==> src/rtl/mantissa_normalizer_if.sv <==
// Normalizer handshake bundle: input sum/exponent (valid/ready) and rounded result with flags (valid/ready).
// master drives the input side and out_ready; slave is the normalizer itself.
interface mantissa_normalizer_if #(
    parameter int MANTISSA_WIDTH = 23,
    parameter int EXP_WIDTH      = 8
);
    logic                      in_valid;
    logic                      in_ready;
    logic [MANTISSA_WIDTH+4:0] sum_m;
    logic [EXP_WIDTH-1:0]      exp_in;
    logic                      out_valid;
    logic                      out_ready;
    logic [MANTISSA_WIDTH-1:0] m_out;
    logic [EXP_WIDTH-1:0]      e_out;
    logic                      zero;
    logic                      overflow;
    logic                      underflow;

    modport master (
        output in_valid, sum_m, exp_in, out_ready,
        input  in_ready, out_valid, m_out, e_out, zero, overflow, underflow
    );

    modport slave (
        input  in_valid, sum_m, exp_in, out_ready,
        output in_ready, out_valid, m_out, e_out, zero, overflow, underflow
    );
endinterface

==> src/rtl/mantissa_normalizer.sv <==
// Normalizes and RNE-rounds an adder sum; MANTISSA_NORMALIZER_LZC_EN selects one-cycle LZC shift (latency 3) over 1-bit/cycle shift.
// Latency s+2 (s = SHIFT cycles); one transaction in flight, result held in DONE until out_ready, in_ready only in IDLE.
module mantissa_normalizer #(
    parameter int MANTISSA_WIDTH = 23,
    parameter int EXP_WIDTH      = 8
) (
    input  logic                  clk,
    input  logic                  rst,
    mantissa_normalizer_if.slave  bus
);
    localparam int W  = MANTISSA_WIDTH;
    localparam int E  = EXP_WIDTH;
    localparam int SW = W + 5;
    localparam logic [E-1:0] EXP_MAX = '1;

    typedef enum logic [1:0] {IDLE, SHIFT, ROUND, DONE} state_t;

    state_t          state_q, state_d;
    logic [SW-1:0]   mant_q, mant_d;
    logic [E-1:0]    exp_q, exp_d;
    logic            zero_q, zero_d;
    logic            ovf_q, ovf_d;
    logic            unf_q, unf_d;
    logic [W-1:0]    res_m_q, res_m_d;
    logic [E-1:0]    res_e_q, res_e_d;
    logic            res_zero_q, res_zero_d;
    logic            res_ovf_q, res_ovf_d;
    logic            res_unf_q, res_unf_d;
    logic            out_valid_q, out_valid_d;

    logic            rnd_inc;
    logic [W-1:0]    frac_rnd;
    logic [E-1:0]    exp_rnd;

    // Round-to-nearest-even on the normalized working mantissa: LSB at [3], G/R/S at [2:0].
    always_comb begin
        rnd_inc  = mant_q[2] & (mant_q[1] | mant_q[0] | mant_q[3]);
        frac_rnd = mant_q[SW-3:3];
        exp_rnd  = exp_q;
        if (rnd_inc) begin
            if (&mant_q[SW-3:3]) begin
                frac_rnd = '0;
                exp_rnd  = exp_q + E'(1);
            end else begin
                frac_rnd = mant_q[SW-3:3] + W'(1);
            end
        end
    end

`ifdef MANTISSA_NORMALIZER_LZC_EN
    localparam int CW = $clog2(SW);
    logic [CW-1:0] lz;

    // Distance of the highest set bit below the carry position from the leading-one slot.
    always_comb begin
        lz = '0;
        for (int i = 0; i < SW - 1; i++) begin
            if (mant_q[i]) lz = CW'(SW - 2 - i);
        end
    end
`endif

    always_comb begin
        state_d     = state_q;
        mant_d      = mant_q;
        exp_d       = exp_q;
        zero_d      = zero_q;
        ovf_d       = ovf_q;
        unf_d       = unf_q;
        res_m_d     = res_m_q;
        res_e_d     = res_e_q;
        res_zero_d  = res_zero_q;
        res_ovf_d   = res_ovf_q;
        res_unf_d   = res_unf_q;
        out_valid_d = out_valid_q;

        case (state_q)
            IDLE: begin
                if (bus.in_valid) begin
                    mant_d  = bus.sum_m;
                    exp_d   = bus.exp_in;
                    zero_d  = 1'b0;
                    ovf_d   = 1'b0;
                    unf_d   = 1'b0;
                    state_d = SHIFT;
                end
            end
            SHIFT: begin
                if (mant_q[SW-1]) begin
                    mant_d  = {1'b0, mant_q[SW-1:2], mant_q[1] | mant_q[0]};
                    exp_d   = exp_q + E'(1);
                    ovf_d   = (exp_d == EXP_MAX);
                    state_d = ROUND;
                end else if (mant_q == '0) begin
                    zero_d  = 1'b1;
                    exp_d   = '0;
                    state_d = ROUND;
                end else if (mant_q[SW-2]) begin
                    state_d = ROUND;
                end else begin
`ifdef MANTISSA_NORMALIZER_LZC_EN
                    if (32'(lz) >= 32'(exp_q)) begin
                        unf_d  = 1'b1;
                        mant_d = '0;
                        exp_d  = '0;
                    end else begin
                        mant_d = mant_q << lz;
                        exp_d  = exp_q - E'(lz);
                    end
                    state_d = ROUND;
`else
                    if (exp_q > E'(1)) begin
                        mant_d = {mant_q[SW-2:0], 1'b0};
                        exp_d  = exp_q - E'(1);
                    end else begin
                        unf_d   = 1'b1;
                        mant_d  = '0;
                        exp_d   = '0;
                        state_d = ROUND;
                    end
`endif
                end
            end
            ROUND: begin
                res_zero_d = zero_q;
                res_unf_d  = unf_q;
                res_ovf_d  = 1'b0;
                res_m_d    = '0;
                res_e_d    = '0;
                if (!(zero_q || unf_q)) begin
                    if (ovf_q || exp_rnd == EXP_MAX) begin
                        res_ovf_d = 1'b1;
                        res_e_d   = EXP_MAX;
                    end else begin
                        res_m_d = frac_rnd;
                        res_e_d = exp_rnd;
                    end
                end
                state_d = DONE;
            end
            DONE: begin
                // Result regs load on entry; out_valid follows one cycle later.
                out_valid_d = 1'b1;
                if (out_valid_q && bus.out_ready) begin
                    out_valid_d = 1'b0;
                    state_d     = IDLE;
                end
            end
            default: state_d = IDLE;
        endcase
    end

    always_ff @(posedge clk) begin
        if (rst) begin
            state_q     <= IDLE;
            mant_q      <= '0;
            exp_q       <= '0;
            zero_q      <= 1'b0;
            ovf_q       <= 1'b0;
            unf_q       <= 1'b0;
            res_m_q     <= '0;
            res_e_q     <= '0;
            res_zero_q  <= 1'b0;
            res_ovf_q   <= 1'b0;
            res_unf_q   <= 1'b0;
            out_valid_q <= 1'b0;
        end else begin
            state_q     <= state_d;
            mant_q      <= mant_d;
            exp_q       <= exp_d;
            zero_q      <= zero_d;
            ovf_q       <= ovf_d;
            unf_q       <= unf_d;
            res_m_q     <= res_m_d;
            res_e_q     <= res_e_d;
            res_zero_q  <= res_zero_d;
            res_ovf_q   <= res_ovf_d;
            res_unf_q   <= res_unf_d;
            out_valid_q <= out_valid_d;
        end
    end

    assign bus.in_ready  = (state_q == IDLE);
    assign bus.out_valid = out_valid_q;
    assign bus.m_out     = out_valid_q ? res_m_q : '0;
    assign bus.e_out     = out_valid_q ? res_e_q : '0;
    assign bus.zero      = out_valid_q & res_zero_q;
    assign bus.overflow  = out_valid_q & res_ovf_q;
    assign bus.underflow = out_valid_q & res_unf_q;

endmodule
==> src/flat_wrapper.sv <==
// flat-port wrapper written by rule: the top's interface ports become plain ports
module mantissa_normalizer_flat 
#(
    parameter int MANTISSA_WIDTH = 23,
    parameter int EXP_WIDTH      = 8
)
  (clk, rst, bus_in_valid, bus_sum_m, bus_exp_in, bus_out_ready, bus_in_ready, bus_out_valid, bus_m_out, bus_e_out, bus_zero, bus_overflow, bus_underflow);
  mantissa_normalizer_if #(.MANTISSA_WIDTH(MANTISSA_WIDTH), .EXP_WIDTH(EXP_WIDTH)) bus_i ();
  input  logic clk;
  input  logic rst;
  input wire logic [$bits(bus_i.in_valid)-1:0] bus_in_valid;
  input wire logic [$bits(bus_i.sum_m)-1:0] bus_sum_m;
  input wire logic [$bits(bus_i.exp_in)-1:0] bus_exp_in;
  input wire logic [$bits(bus_i.out_ready)-1:0] bus_out_ready;
  output wire logic [$bits(bus_i.in_ready)-1:0] bus_in_ready;
  output wire logic [$bits(bus_i.out_valid)-1:0] bus_out_valid;
  output wire logic [$bits(bus_i.m_out)-1:0] bus_m_out;
  output wire logic [$bits(bus_i.e_out)-1:0] bus_e_out;
  output wire logic [$bits(bus_i.zero)-1:0] bus_zero;
  output wire logic [$bits(bus_i.overflow)-1:0] bus_overflow;
  output wire logic [$bits(bus_i.underflow)-1:0] bus_underflow;
  assign bus_i.in_valid = bus_in_valid;
  assign bus_i.sum_m = bus_sum_m;
  assign bus_i.exp_in = bus_exp_in;
  assign bus_i.out_ready = bus_out_ready;
  assign bus_in_ready = bus_i.in_ready;
  assign bus_out_valid = bus_i.out_valid;
  assign bus_m_out = bus_i.m_out;
  assign bus_e_out = bus_i.e_out;
  assign bus_zero = bus_i.zero;
  assign bus_overflow = bus_i.overflow;
  assign bus_underflow = bus_i.underflow;
  mantissa_normalizer #(.MANTISSA_WIDTH(MANTISSA_WIDTH), .EXP_WIDTH(EXP_WIDTH)) u_core (.clk(clk), .rst(rst), .bus(bus_i));
endmodule
==> config.mk <==
export PLATFORM = sky130hd
export DESIGN_NAME = mantissa_normalizer_flat
export DESIGN_NICKNAME = d
export VERILOG_FILES = /design/src/rtl/mantissa_normalizer_if.sv /design/src/rtl/mantissa_normalizer.sv /design/src/flat_wrapper.sv
export SDC_FILE = /design/constraint.sdc
export NUM_CORES = 1
export LEC_CHECK = 0
export CAP_MARGIN = 20
export CORE_UTILIZATION = 54
export CTS_CLUSTER_DIAMETER = 150
export DETAILED_ROUTE_END_ITERATION = 7
export PLACE_DENSITY = 0.8
export SLEW_MARGIN = 10
export SYNTH_ARGS = -nofsm -noshare
export SYNTH_HDL_FRONTEND = slang
export SYNTH_SLANG_ARGS = --single-unit
==> constraint.sdc <==
create_clock -name clk -period 2.9 [get_ports clk]
set_input_delay 0.87 -clock clk [delete_from_list [all_inputs] [get_ports clk]]
set_output_delay 0.87 -clock clk [all_outputs]
set_load 0.005 [all_outputs]
Yosys cells after proc, flatten, opt, wreduce, memory -nomap -nowiden
Index checks and enable logic that the tools add are counted. W data, S select, Z words.

Word-level logic and storage cells: 99. Bits in registers: 76. Output and inout bits: 36.

Equal/unequal tests: 17. Add/sub/neg operators: 3. Order comparisons: 1. Muxes and demuxes: 43. Bitwise logic cells: 6. Reduce and logical (&&, ||, !) cells: 15.

Operators by type and width (count): $mux W23 (5); $mux W28 (4); $mux W8 (10); $pmux W28 S2 (1); $logic_not A28 Y1 (1); $mux W27 (1); $add A23 B1 Y23 const B (1); $reduce_and A23 Y1 (1); $eq A8 B8 Y1 const B (2); $pmux W8 S2 (1); $mux W2 (6); $reduce_and A3 Y1 (4); $mux W1 (11); $ne A2 B2 Y1 const B (5); $add A8 B1 Y8 const B (1); $gt A8 B1 Y1 const B (1); $pmux W2 S4 (1); $reduce_and A4 Y1 (2); $sub A8 B1 Y8 const B (1); $ne A2 B1 Y1 const B (3); $ne A3 B2 Y1 const B (2); $pmux W1 S2 (3); $reduce_and A6 Y1 (1); $ne A5 B2 Y1 const B (1); 10 further kinds (16).

Longest topological paths before layout
Gate-level depths: netlist of the first run.

Word-level depth: 8. Mapped depth: 9. Depth with buffers taken out: 8.

Worst setup path after synthesis of the first run
OpenSTA, ideal clock, no wires.

Kind: reg-to-reg. From: reg u_core.mant_q[3]. To: reg u_core.res_m_q[12]. Library setup time: 0.129 ns. Buffers on the path: 2. Cell stages (with the launch flop): 10. Required time: 2.771 ns. Data arrival time: 2.444 ns. Path slack: 0.327 ns. Clock period less this slack: 2.573 ns. Cell sequence: dfxtp_1 -> ha_1 -> nand4_1 -> or4_1 -> buf_2 -> nor3_4 -> a41oi_2 -> a2111oi_4 -> buf_4 -> o31ai_1.

Word-level cells in the longest chain between the ends: 7. Elaborated cells between the ends (all ways): 12.

RTL lines: from (decl) (line mantissa_normalizer.sv:19) `logic [SW-1:0] mant_q, mant_d;`; from (signal assigned) (line mantissa_normalizer.sv:169) `mant_q <= mant_d;`; branches (longest 5 deep; another with $add A23 B1 Y23); $mux W23 (*) (line mantissa_normalizer.sv:131) `if (ovf_q || exp_rnd == EXP_MAX) begin`; $mux W23 (*) (line mantissa_normalizer.sv:130) `if (!(zero_q || unf_q)) begin`; to (signal assigned) (line mantissa_normalizer.sv:174) `res_m_q <= res_m_d;`; to (decl) (line mantissa_normalizer.sv:24) `logic [W-1:0] res_m_q, res_m_d;`.

Every way passes the cells marked *. A chain may end at the register's enable or synchronous reset.

Worst setup path after layout of the first run
From: reg u_core.mant_q[9]. To: reg u_core.res_m_q[22].

Word-level cells in the longest chain between the ends: 7. Elaborated cells between the ends (all ways): 10.

RTL lines (line): branches (longest 5 deep; another with $add A23 B1 Y23); $mux W23 (*) (mantissa_normalizer.sv:131); $mux W23 (*) (mantissa_normalizer.sv:130).

Marked as above.

==> run_results.csv, run 1 <==
group,metric,value,unit
synthesis,syn_nets,661,
min_path,hold-path-cell-count,2,
global_routing,grt_max_degree,51,
critical_path,critPathLaunchType,"flop",
placement,place_area,0.00566,sq mm
clocking,post-cts-setup-buffers,0,
floorplan,fp.dieArea,0.00915,sq mm
run_status,outcome,"completed",
synthesis,synth_area_leader_cell,"dfxtp_1",
critical_path,ff2ff_setup_slack,290,ps
placement,place_congestion,0.918,
clocking,tritoncts,"yes",
clocking,htree_levels,3,
finish,final-seq-area,0.00152,sq mm
finish,fin_area,0.00586,sq mm
finish,final_nets,721,
floorplan,ioPinCount,76,
finish,multi_input_comb_area,0.00293,sq mm
pwr,peakVddDrop,0.000663,V
critical_path,cp_max_fo,24,
critical_path,critical_path_class,"reg -> reg",
placement,port_buffers,75,
sta,post-route-period-util,0.899,
critical_path,r2r_start,"u_core.mant_q[9]",
synthesis,netlist_area,0.00474,sq mm
finish,n_antenna_cell,0,
min_path,holdPathEnd,"u_core.res_e_q[6]",
synthesis,synth_most_common_cell,"dfxtp_1",
floorplan,chipHeight,95.7,microns
sta,tightest_slew,977,ps
sta,final-setup-viol-count,0,
global_routing,grt_pass1_wl,21400,microns
min_path,worstHoldPathType,"reg -> reg",
global_routing,grt.overflow.total,0,
synthesis,synth_top_cell_area_share,0.321,
floorplan,rows,33,
finish,drive_above_1_share,0.0886,
global_routing,grt_pass1_vias,4347,
global_routing,grt_antenna_before_repair,0,
pwr,power.density,877,mW/mm^2
synthesis,ys_warn_count,0,
sta,tns,0,ps
floorplan,coreArea,0.00834,sq mm
route,wirelength,13300,microns
sta,rsz0062_at_grt,"no",
clocking,clock_sinks,76,
synthesis,synth-async-reset-ratio,0,
critical_path,crit_arrival,2830,ps
floorplan,initial_core_util,0.568,
synthesis,synth_area_per_cell,7.74,sq um
synthesis,ys_seq_elements,76,
finish,fill_cells,711,
synthesis,synth.distinct_cells,52,
critical_path,cp.required,3120,ps
route,drtIter0Drc,469,
clocking,cts_hold_buf,0,
synthesis,synth_commonest_cells,"dfxtp_1 (76), nand2_1 (65), nor2_1 (57)",
sta,maxSlewViolCount,0,
route,via_per_inst,6.29,
sta,max_freq,0.383,GHz
sta,maxSlewHeadroom,0.347,
sta,finClkSkew,16.2,ps
sta,min_period,2610,ps
clocking,clockRootBuffer,"clkbuf_8",
route,drc_errors,0,
route,routedWlPerCell,17.0,microns
placement,dp_hpwl,9710,microns
clocking,clock_latency,360,ps
route,postRouteAntennaNets,0,
clocking,cts_buffers,9,
clocking,cts.reportedPaths.clkPinSlew,80,ps
run,drv_cap,0,
synthesis,synthCells,612,
pwr,p_leak,2.04,nW
clocking,clk_path_buf_depth,2,
synthesis,synth_edf_count,0,
critical_path,reg2reg_depth,7,
floorplan,die_w,95.7,microns
sta,finalHoldViolCount,0,
critical_path,r2r_end,"u_core.res_m_q[22]",
min_path,hp-start,"u_core.res_e_q[6]",
finish,area_growth,23.8,%
route,dr.pass1.iters,6,
synthesis,yosys_most_used_dff,"dfxtp_1",
route,vias,4915,
synthesis,yosys-top-cells-area,"dfxtp_1 (32%), nand2_1 (5.2%), and2_1 (4.9%)",
clocking,cts-resized-gates,0,
synthesis,yosysSeqAreaShare,0.321,
global_routing,grt.total_usage,0.304,
critical_path,endpoint_kind,"flop",
[registers in the layout, indices dropped and copies added, names as in the netlist]
signal / count
u_core.res_e_q: 8
u_core.res_zero_q: 1
u_core.mant_q: 28
u_core.bus.out_valid: 1
u_core.state_q: 2
u_core.res_ovf_q: 1
u_core.ovf_q: 1
u_core.res_unf_q: 1
u_core.zero_q: 1
u_core.exp_q: 8
u_core.unf_q: 1
u_core.res_m_q: 23
[worst max-delay path, cell delays in order, from the launching register on]
cell       delay [ps]
dfxtp_1           350
nand4_1           300
or4_1             620
nor3_4            250
a41oi_2           180
a2111oi_4         350
buf_4             310
o31ai_1           110
[metrics by stage]
step,power [W],hold slack (ps),instances,setup WS (ps),util
after floorplan,0.00339,414,612,327,-
final,0.00514,445,782,292,0.703
after detailed placement,0.00424,431,766,347,0.678
after CTS,0.00508,448,782,301,0.703
after global routing,0.00548,467,782,63.2,0.703
after global placement,0.00416,427,766,397,0.678
[worst max-delay path by stage]
stage | slack, ps | from | to | depth (start not counted)
after floorplan | 330 | u_core.mant_q[3] | u_core.res_m_q[12] | 9
after global placement | 400 | u_core.mant_q[14] | u_core.res_m_q[12] | 7
after detailed placement | 350 | bus_in_valid | u_core.exp_q[3] | 7
after CTS | 300 | u_core.bus.out_valid | bus_m_out[17] | 3
after global routing | 60 | u_core.exp_q[1] | u_core.exp_q[1] | 7
final | 290 | u_core.mant_q[9] | u_core.res_m_q[22] | 7
[layer usage]
metal | GRT usage | part of all wire | up-vias
li1 | - | - | 2351
met4 | 0.103 | 0.015 | 0
met5 | 0 | 0 | -
met3 | 0.0550 | 0.078 | 19
met2 | 0.457 | 0.44 | 233
met1 | 0.436 | 0.46 | 2312
[logic make-up after synthesis]
kind of cell,share of synthesized area
buffers and inverters,0.0634
adder cells (fa/ha/maj),0.0238
XOR/XNOR,0.0610
flip-flops,0.321
multiplexers,0.0127
AO/OA/AOI/OAI,0.233
AND/OR/NAND/NOR,0.285
[where the power goes]
| group | switching (W) | total (W) | internal (W) |
|---|---|---|---|
| Sequential | 0.000344 | 0.00168 | 0.00133 |
| Combinational | 0.00159 | 0.00262 | 0.00103 |
| Clock | 0.000432 | 0.000843 | 0.000411 |
[cell type report]
type                       instances  area share
multi-input combinational        463       0.499
clock inverter                     7      0.0137
timing repair buffer             112       0.178
sequential                        76       0.260
inverter                          10     0.00640
clock buffer                       9      0.0211
tap                              105      0.0224
[placed cells by master (no fill, tap or decap), types with 4 or more instances in the layout]
cell type and n:
a211oi_1 30, a21oi_1 17, a221oi_1 13, a222oi_1 13, a31oi_1 7, and2_1 37, and3_1 14, buf_4 36
clkbuf_8 9, clkdlybuf4s50_1 75, dfxtp_1 76, ha_1 9, inv_1 10, mux2i_1 6, nand2_1 65, nand2b_1 6
nand3_1 19, nand4_1 14, nor2_1 57, nor3_1 23, nor4_1 9, o21a_1 4, o21ai_0 21, o31ai_1 23
xnor2_1 22, xor2_1 11
Power figures use the tool's default switching activity.
==> inputs of run 2 (changes only) <==
- CORE_MARGIN: not set -> 1.5
==> run 2 against run 1 <==
  * Cell area is essentially flat
  * Critical path depth is the same
  * Combinational power is essentially flat
  * Register-to-register slack lost 100 ps
  * Hold slack lost 6.3 ps
  * Clock power grew 1%
  * Largest cell class unchanged
  * Critical path type unchanged
  * Die area grew 2.1%
  * Sequential cell count is the same
  * Utilization is essentially flat
  * Sequential share of layout area is essentially flat
  * Power grew 0.52%
==> run_results.csv, run 2 (same netlist as run 1, synthesis figures left out) <==
group,metric,value,unit
run_status,outcome,"completed",
finish,n_antenna_cell,0,
critical_path,cp.required,3130,ps
finish,top_regs,"u_core.mant_q x28, u_core.res_m_q x23",
critical_path,cp_max_fo,24,
floorplan,coreArea,0.00834,sq mm
global_routing,grt_pass1_vias,4456,
clocking,cts-resized-gates,0,
clocking,cts.reportedPaths.clkPinSlew,90,ps
finish,final_common_cell,"dfxtp_1",
sta,post-route-period-util,0.934,
critical_path,startpoint,"u_core.mant_q[13]",
clocking,tritoncts,"yes",
route,routedWlPerCell,17.6,microns
sta,finalHoldViolCount,0,
critical_path,critPathLaunchType,"flop",
finish,final_nets,720,
pwr,power.density,882,mW/mm^2
clocking,clk_path_buf_depth,2,
sta,maxSlewHeadroom,0.549,
critical_path,reg2reg_depth,7,
min_path,hold-path-cell-count,2,
pwr,p_leak,2.03,nW
finish,largest_register_ffs,28,
clocking,clockRootBuffer,"clkbuf_8",
floorplan,fp.dieArea,0.00934,sq mm
sta,final-setup-viol-count,0,
placement,dp_hpwl,10000,microns
finish,final-seq-area,0.00152,sq mm
clocking,htree_levels,3,
clocking,clock_sinks,76,
sta,min_period,2710,ps
global_routing,grt.total_usage,0.286,
global_routing,grt.overflow.total,0,
route,dr.pass1.iters,7,
floorplan,rows,33,
critical_path,r2r_start,"u_core.mant_q[13]",
floorplan,chipHeight,96.7,microns
global_routing,grt_max_degree,51,
route,drc_errors,0,
finish,area_growth,23.7,%
finish,multi_input_comb_area,0.00293,sq mm
clocking,post-cts-setup-buffers,0,
critical_path,endpoint_kind,"flop",
finish,final_cell_mix,"dfxtp_1 (76), clkdlybuf4s50_1 (75), nand2_1 (65)",
finish,drive_above_1_share,0.0873,
route,wirelength,13700,microns
global_routing,grt_antenna_before_repair,0,
sta,tightest_slew,676,ps
sta,finClkSkew,17.8,ps
sta,maxSlewViolCount,0,
finish,utilization,0.702,
global_routing,grt_pass1_wl,22100,microns
critical_path,crit_arrival,2940,ps
min_path,worstHoldPathType,"reg -> reg",
floorplan,ioPinCount,76,
route,drtIter0Drc,507,
sta,max_freq,0.369,GHz
finish,fill_cells,690,
sta,rsz0062_at_grt,"no",
placement,place_congestion,0.938,
floorplan,initial_core_util,0.568,
route,vias,4927,
finish,largest_register,"u_core.mant_q",
floorplan,die_w,96.7,microns
min_path,hp-start,"u_core.res_e_q[3]",
pwr,peakVddDrop,0.000643,V
sta,tns,0,ps
run,drv_cap,0,
route,postRouteAntennaNets,0,
clocking,cts_hold_buf,0,
clocking,cts_buffers,9,
clocking,clock_latency,360,ps
route,via_per_inst,6.31,
placement,port_buffers,75,
critical_path,critical_path_class,"reg -> reg",
run 2: power by group:
part,switching [W],total [W],internal (W)
Combinational,0.00158,0.00261,0.00103
Sequential,0.000378,0.00171,0.00133
Clock,0.000440,0.000852,0.000411
Total,0.00240,0.00517,0.00277
run 2: area by class of cell:
cell class                 count  area share
timing repair buffer         111       0.177
multi-input combinational    463       0.499
sequential                    76       0.260
clock buffer                   9      0.0211
clock inverter                 7      0.0137
inverter                      10     0.00641
tap                          105      0.0224
run 2: worst paths after layout:
kind                            slack, ps                 end
worst max-delay path                  190  u_core.res_m_q[17]
worst min register to register        440   u_core.res_e_q[3]
worst min-delay path                  440   u_core.res_e_q[3]
worst max register to register        190  u_core.res_m_q[17]
run 2: metrics by stage:
step / total power [W] / hold slack (ps) / instance area [sq um] / worst slack (ps) / std cells
CTS: 0.00510 / 443 / 5850 / 169 / 781
floorplan: 0.00339 / 414 / 4740 / 327 / 612
global route: 0.00548 / 471 / 5860 / 42.9 / 781
detailed placement: 0.00425 / 430 / 5650 / 228 / 765
finish: 0.00517 / 439 / 5860 / 191 / 781
global placement: 0.00417 / 426 / 5650 / 333 / 765
run 2: worst max-delay path, cell delays in order (launching register included):
cell,delay [ps]
dfxtp_1,480
nand4_1,260
or4_1,680
nor3_4,270
a41oi_2,180
a2111oi_4,360
buf_6,250
o31ai_1,110
run 2: per-layer routing:
layer,share of wire,global-route usage
met1,0.46,0.405
met2,0.45,0.452
met3,0.073,0.0368
met4,0.019,0.0948
met5,0,0
==> inputs of run 3 (changes only) <==
- CORE_UTILIZATION: 54 -> 40
- PLACE_DENSITY: 0.8 -> not set
==> run 3 against run 2 <==
  * Utilization is 18 points lower
  * Sequential cell count is the same
  * Die area grew 34%
  * Hold slack worse by 0.67 ps
  * Combinational power is 5% lower
  * Wire length fell by 1.0%
  * Cell area is 2.0% higher
  * Sequential share of layout area shrank 0.52 points
  * Clock skew fell by 9.4 ps
  * Clock power increased by 42%
==> run_results.csv, run 3 (same netlist as run 1, synthesis figures left out) <==
group,metric,value,unit
run_status,outcome,"completed",
global_routing,grt_pass1_vias,4394,
clocking,tritoncts,"yes",
clocking,cts.reportedPaths.clkPinSlew,60,ps
critical_path,endpoint_kind,"flop",
min_path,worstHoldPathType,"reg -> reg",
sta,tns,0,ps
floorplan,chipHeight,112,microns
floorplan,ioPinCount,76,
global_routing,grt_pass1_wl,22400,microns
critical_path,cp_top_family,"simple AND/OR/NAND/NOR gates",
critical_path,critPathLaunchType,"flop",
critical_path,critical_path_buf_inv_count,1,
route,vias,4793,
sta,max_freq,0.371,GHz
route,postRouteAntennaNets,0,
sta,post-route-period-util,0.929,
placement,port_buffers,75,
route,drc_errors,0,
finish,final_cell_mix,"dfxtp_1 (76), clkdlybuf4s50_1 (75), nand2_1 (65)",
sta,maxSlewViolCount,0,
route,drtIter0Drc,344,
critical_path,critical-path-max-stage-delay,520,ps
floorplan,die_w,112,microns
sta,tightest_slew,662,ps
finish,largest_register,"u_core.mant_q",
sta,finClkSkew,8.42,ps
finish,drive_above_1_share,0.0792,
route,via_per_inst,5.90,
sta,maxSlewHeadroom,0.559,
sta,finalHoldViolCount,0,
critical_path,cp_max_fo,24,
clocking,clockRootBuffer,"clkbuf_16",
floorplan,initial_core_util,0.413,
run,drv_cap,0,
clocking,clk_path_buf_depth,2,
clocking,htree_levels,3,
route,routedWlPerCell,16.7,microns
floorplan,rows,39,
critical_path,crit_arrival,2900,ps
critical_path,critical_path_class,"reg -> reg",
finish,largest_register_ffs,28,
global_routing,grt.total_usage,0.219,
placement,place_area,0.00564,sq mm
global_routing,grt.overflow.total,0,
global_routing,grt_max_degree,51,
pwr,power.density,908,mW/mm^2
clocking,clock_latency,330,ps
placement,place_congestion,0.887,
global_routing,grt_antenna_before_repair,0,
route,wirelength,13600,microns
finish,area_growth,26.2,%
clocking,clock_sinks,76,
floorplan,fp.dieArea,0.0125,sq mm
critical_path,path_cells,"ha_1, nand4_1, or4_1, nor3_4, a41oi_2, a2111oi_4, buf_6, o31ai_1",
floorplan,coreArea,0.0115,sq mm
pwr,p_leak,2.05,nW
finish,final_nets,713,
sta,final-setup-viol-count,0,
finish,final_common_cell,"dfxtp_1",
finish,n_antenna_cell,0,
sta,rsz0062_at_grt,"no",
finish,top_regs,"u_core.mant_q x28, u_core.res_m_q x23",
pwr,peakVddDrop,0.000429,V
sta,min_period,2700,ps
critical_path,cp.required,3100,ps
route,dr.pass1.iters,8,
critical_path,slowest_stage,"or4_1",
placement,dp_hpwl,9880,microns
clocking,cts_buffers,9,
finish,fin_area,0.00598,sq mm
[run 3: changes by cell type in the layout (fill, tap and decap cells not counted), sizes merged]
| cell | before | now |
|---|---|---|
| buf | 36 | 29 |
| bufinv | 1 | 2 |
| clkinv | 1 | 3 |
| inv | 14 | 11 |
[run 3: report_power, final]
| group | switching [W] | leakage, nW | internal, W |
|---|---|---|---|
| sequential | 0.000406 | 0.621 | 0.00134 |
| combinational | 0.00151 | 1.28 | 0.000971 |
| clock | 0.000453 | 0.156 | 0.000758 |
| total | 0.00237 | 2.05 | 0.00306 |
[run 3: repair_timing]
| action | CTS | global route |
|---|---|---|
| resized for setup | 0 | 2 |
| hold buffers | 0 | 0 |
| setup buffers | 0 | 0 |
| endpoints found under the setup margin | 0 | 15 |
[run 3: area by class of cell]
type | instances | area, sq um
clock inverters | 7 | 98.8
well taps | 143 | 179
repair buffers | 104 | 985
multi-input cells | 463 | 2930
inverters | 10 | 37.5
flip-flops and latches | 76 | 1520
clock buffers | 9 | 225
fillers | 1124 | 5490
[run 3: worst paths after layout]
kind,startpoint,to,slack [ps],cells after the start
worst max register to register,u_core.mant_q[4],u_core.res_m_q[14],200,8
worst min-delay path,u_core.res_e_q[3],u_core.res_e_q[3],440,2
worst min register to register,u_core.res_e_q[3],u_core.res_e_q[3],440,2
worst max-delay path,u_core.mant_q[4],u_core.res_m_q[14],200,8
[run 3: metal layers]
layer | GRT usage | wire (microns) | vias to the layer above
li1 | - | - | 2328
met1 | 0.318 | 6400 | 2233
met2 | 0.334 | 5980 | 211
met3 | 0.0256 | 944 | 21
met4 | 0.0759 | 252 | 0
met5 | 0 | 0 | -
[run 3: through the flow]
step / util / instances / total power (W) / hold slack [ps] / setup WS (ps)
6_report: 0.521 / 812 / 0.00543 / 438 / 205
2_1_floorplan: - / 612 / 0.00339 / 414 / 327
3_3_place_gp: 0.492 / 795 / 0.00413 / 429 / 276
5_1_grt: 0.521 / 812 / 0.00579 / 454 / 44.7
3_5_place_dp: 0.492 / 795 / 0.00417 / 432 / 171
4_1_cts: 0.520 / 811 / 0.00539 / 441 / 166
[run 3: tightest hold or removal path, stage by stage (launching register included)]
cell	delay, ps
dfxtp_1	300
nand2_1	50
nand2_1	40
